$ cat config.mk
export PLATFORM = sky130hd
export DESIGN_NAME = uart_tx_serializer
export DESIGN_NICKNAME = d
export VERILOG_FILES = /design/src/rtl/uart_tx_serializer.sv
export SDC_FILE = /design/constraint.sdc
export NUM_CORES = 1
export LEC_CHECK = 0
export ABC_AREA = 1
export BUFFER_PORTS_ARGS = -buffer_cell sky130_fd_sc_hd__buf_2
export CORE_MARGIN = 3
export CORE_UTILIZATION = 44
export DETAILED_ROUTE_END_ITERATION = 6
export GPL_TIMING_DRIVEN = 0
export PLACE_DENSITY = 0.75
export SKIP_LAST_GASP = 1
export SYNTH_ARGS = -nofsm -noshare
export SYNTH_HDL_FRONTEND = slang
export SYNTH_SLANG_ARGS = --single-unit
$ cat constraint.sdc
create_clock -name UART_TX_CLK -period 2.9 [get_ports UART_TX_CLK]
set_input_delay 0.435 -clock UART_TX_CLK [delete_from_list [all_inputs] [get_ports UART_TX_CLK]]
set_output_delay 0.435 -clock UART_TX_CLK [all_outputs]
set_load 0.01 [all_outputs]
$ cat src/rtl/uart_tx_serializer.sv
// UART transmit serializer: one byte per strobe, shifted out LSB first as start/data/[parity]/stop,
// one bit per UART_TX_CLK cycle. Define UART_TX_PARITY_EN to add the parity bit and UART_TX_PAR_TYP port.
module uart_tx_serializer #(
   parameter int DATA_WIDTH = 8
) (
   input  logic                  UART_TX_CLK,
   input  logic                  UART_TX_RST,
   input  logic [DATA_WIDTH-1:0] UART_TX_P_DATA,
   input  logic                  UART_TX_Data_Valid,
`ifdef UART_TX_PARITY_EN
   input  logic                  UART_TX_PAR_TYP,
`endif
   output logic                  UART_TX_OUT,
   output logic                  UART_TX_Busy
);

   localparam int CW = $clog2(DATA_WIDTH + 1);
   localparam logic [CW-1:0] LAST_BIT = CW'(DATA_WIDTH);

`ifdef UART_TX_PARITY_EN
   typedef enum logic [2:0] {IDLE, START, DATA, PARITY, STOP} state_t;
`else
   typedef enum logic [1:0] {IDLE, START, DATA, STOP} state_t;
`endif

   state_t                r_state;
   logic                  r_out;
   logic                  r_busy;
   logic [CW-1:0]         r_count;
   logic [DATA_WIDTH-1:0] r_shift;
`ifdef UART_TX_PARITY_EN
   logic [DATA_WIDTH-1:0] r_data;
   logic                  r_parTyp;
`endif

   // The state names the bit currently on the line; each edge loads the next bit into r_out.
   always_ff @(posedge UART_TX_CLK) begin
      if (!UART_TX_RST) begin
         r_state  <= IDLE;
         r_out    <= 1'b1;
         r_busy   <= 1'b0;
         r_count  <= '0;
         r_shift  <= '0;
`ifdef UART_TX_PARITY_EN
         r_data   <= '0;
         r_parTyp <= 1'b0;
`endif
      end else begin
         case (r_state)
            IDLE: begin
               r_out  <= 1'b1;
               r_busy <= 1'b0;
               if (UART_TX_Data_Valid) begin
                  r_shift  <= UART_TX_P_DATA;
`ifdef UART_TX_PARITY_EN
                  r_data   <= UART_TX_P_DATA;
                  r_parTyp <= UART_TX_PAR_TYP;
`endif
                  r_count  <= '0;
                  r_out    <= 1'b0;
                  r_busy   <= 1'b1;
                  r_state  <= START;
               end
            end
            START: begin
               r_out   <= r_shift[0];
               r_shift <= r_shift >> 1;
               r_count <= r_count + CW'(1);
               r_state <= DATA;
            end
            DATA: begin
               // r_count is the number of data bits already placed on the line.
               if (r_count == LAST_BIT) begin
`ifdef UART_TX_PARITY_EN
                  r_out   <= r_parTyp ? ~^r_data : ^r_data;
                  r_state <= PARITY;
`else
                  r_out   <= 1'b1;
                  r_state <= STOP;
`endif
               end else begin
                  r_out   <= r_shift[0];
                  r_shift <= r_shift >> 1;
                  r_count <= r_count + CW'(1);
               end
            end
`ifdef UART_TX_PARITY_EN
            PARITY: begin
               r_out   <= 1'b1;
               r_state <= STOP;
            end
`endif
            STOP: begin
               r_out   <= 1'b1;
               r_busy  <= 1'b0;
               r_state <= IDLE;
            end
            default: begin
               r_out   <= 1'b1;
               r_busy  <= 1'b0;
               r_state <= IDLE;
            end
         endcase
      end
   end

   assign UART_TX_OUT  = r_out;
   assign UART_TX_Busy = r_busy;

endmodule
==> metrics.txt <==
status complete, no violations; TritonCTS clock tree done; post-synth top area share about a third; Final Hold Vio Count 0; Via density 4.763; Max Fclk a little under 700 MHz; Multi-input gate area ~550 um^2; post-route ant nets 0; Reg area between 300 and 400 um^2; Net Sw Frac between 40 and 50%; root buffer cell clkbuf_4; DRT iter0 DRCs 14; Longest Clk Path Bufs 2; Hold Path Class in2reg; peak supply drop 0.4759 mV; P_leak 0.4980 nW; Port Buf Inserts 12; register bit total from synthesis 16; Final Skew about 0.0037 ns; top-count cell post-synth nand2_1; drt drc 0; DR pass1 iterations 4; largest net degree at the start of global routing 11; grt met1 use 21.37%; slew margin rel. around half; core area ~2000 um^2; clock sink count 16; placed wire-length estimate ~1.3 mm; Die Ht around 53 um; Post-synth EDFFs 0; vias in the first global route between 700 and 800; Die Wd between 50 and 60 um; clock network fraction of design power 14.8%; endpoints failing setup 0; CP required 3.14 ns; power per cell area ~960 nW/um^2; Post-synth ARST share 0%; fin crit period 1.463 ns; Post-CTS Setup Repair Bufs 0; num rows 16; Post-Place Cells 169; critical path's slowest cell dfxtp_1; vias slightly above 800; Worst-Skew Late Latency approximately 0.3 ns; setup TNS 0 ns; combinational share of power between 50% and 60%; initial antenna violation count 0; Post-Syn Nets between 100 and 150; Ys Warns 0; Net Sw Power ~0.00047 W; pre-CTS setup slack roughly 1.4 ns; hold slack around 0.4 ns; GRT Overall Usage 16.34%; PostCTS Resize Cnt 0; worst stage delay on the critical path about 0.39 ns; Synth area leaders dfxtp_1 (33%), nand2_1 (15%), a21oi_2 (9.8%); layout cells sized above 1 31.51%; post-synthesis instance total 130; family with the most delay on the worst path buffers and inverters; GRT Max-Usage Layer met2; worst slew pin tran ~0.73 ns; met3 usage roughly 2.5%; Max Cap Violations 0; top cells by count, synth nand2_1 (39), dfxtp_1 (16), inv_1 (14); final std cells w/o fill 173; worst reg-to-reg setup slack around 1.4 ns; dominant cell type by area after synthesis dfxtp_1; crit start category register; Int Pwr 0.0005903 W; CP Capture Type register; CP Cell Sequence inv_1 -> ha_1 -> inv_1 -> buf_2 -> nand2_1 -> nand2_1 -> nand2_2 -> a21oi_2; WS Path Type reg2reg; Diodes inserted 0; library cells used by synthesis 23; Remaining Overflow, GRT 0; total CTS buffers 3; unrepaired setup endpoints after global routing no; Slew Viols, Final 0; worst setup margin about 1.4 ns; sequential power share 33.1%; Main synth FF type dfxtp_1; io pins 13; fillers 206; met2 Track Usage GR between 20% and 30%; Placer Congestion between 0.7 and 0.8; final core occ 54.29%; Max H-tree Level 1; Die ar. about 2800 um^2; period utilization around half; hold_buf cts 0; Buffers & Inverters on Critical Path 3; post-synthesis area per instance around 7.5 um^2; crit path max fanout 10; arrival time at the worst endpoint 1.70 ns; first-pass GRT wire length between 3 and 4 mm; Nets 165; register area share after synthesis between 30% and 40%; clk slew on worst S/H paths 0.10 ns; routed wire length per instance between 10 and 15 um; final wirelength between 1.5 and 2 mm; Initial Util a little under half; Area Growth Syn to Fin 13.30%; Synth Cell Area between 900 and 1000 um^2
## layout make-up
type	count	area share, %
Multi-Input combinational cell	93	49.89
Sequential cell	16	28.89
Timing Repair Buffer	12	5.418
Inverter	16	5.418
Buffer	5	4.063
Clock buffer	4	3.273
Tap cell	27	3.047
## worst paths after layout
| path | startpoint | end | depth (start not counted) |
|---|---|---|---|
| min reg2reg | r_shift[7] | r_shift[7] | 2 |
| min | UART_TX_Data_Valid | UART_TX_OUT | 2 |
| max reg2reg | r_state[1] | r_shift[1] | 8 |
| max | r_state[1] | r_shift[1] | 8 |
## power by group through the flow
stage | Clock, W | Sequential (W) | Combinational [W]
after global routing | 0.000173 | 0.000363 | 0.000639
after floorplan | 0 | 0.000349 | 0.000450
final | 0.000157 | 0.000351 | 0.000553
after detailed placement | 0 | 0.000355 | 0.000557
after global placement | 0 | 0.000353 | 0.000544
after CTS | 0.000163 | 0.000350 | 0.000561
## state kept, by name, summed over array words and instances (netlist names)
name          count
UART_TX_Busy      1
r_state           2
r_shift           8
r_count           4
UART_TX_OUT       1
## stage by stage
step	area (um^2)	total power, W
after floorplan	978.4	0.0007994
after global placement	1072	0.0008964
after detailed placement	1072	0.0009114
after CTS	1109	0.001074
after global routing	1109	0.001174
final	1109	0.001061
## metal layers
metal  part of all wire (%)  vias to the layer above
met5                      0                        -
li1                       -                      441
met1                     48                      369
met3                    2.5                        3
met4                    2.3                        0
met2                     47                       11
## cells by family after synthesis
kind of cell	synth area share, %
fa+ha+maj	8.951
buf+inv	10.74
flops	32.74
simple gates	31.46
compound gates	16.11
## cells in the final DEF, fill, tap and decap left out, drive strengths merged
master  netlist  routed
dfxtp        16      16
o211ai        1       1
inv          16      16
a21oi        14      14
or2           1       1
nand3         4       4
clkbuf        1       5
a31oi         1       1
ha            7       7
nand2        49      49
o21a          1       1
nor2          8       8
o21ai         5       5
nand4         2       2
buf           4      16
## worst register-to-register path, cell delays in order, from the launching register on
cell and delay, ns:
dfxtp_1 0.39, inv_1 0.10, ha_1 0.29, inv_1 0.08, buf_2 0.22, nand2_1 0.08
nand2_1 0.08, nand2_2 0.06, a21oi_2 0.10
(Power assumes the default switching activity.)
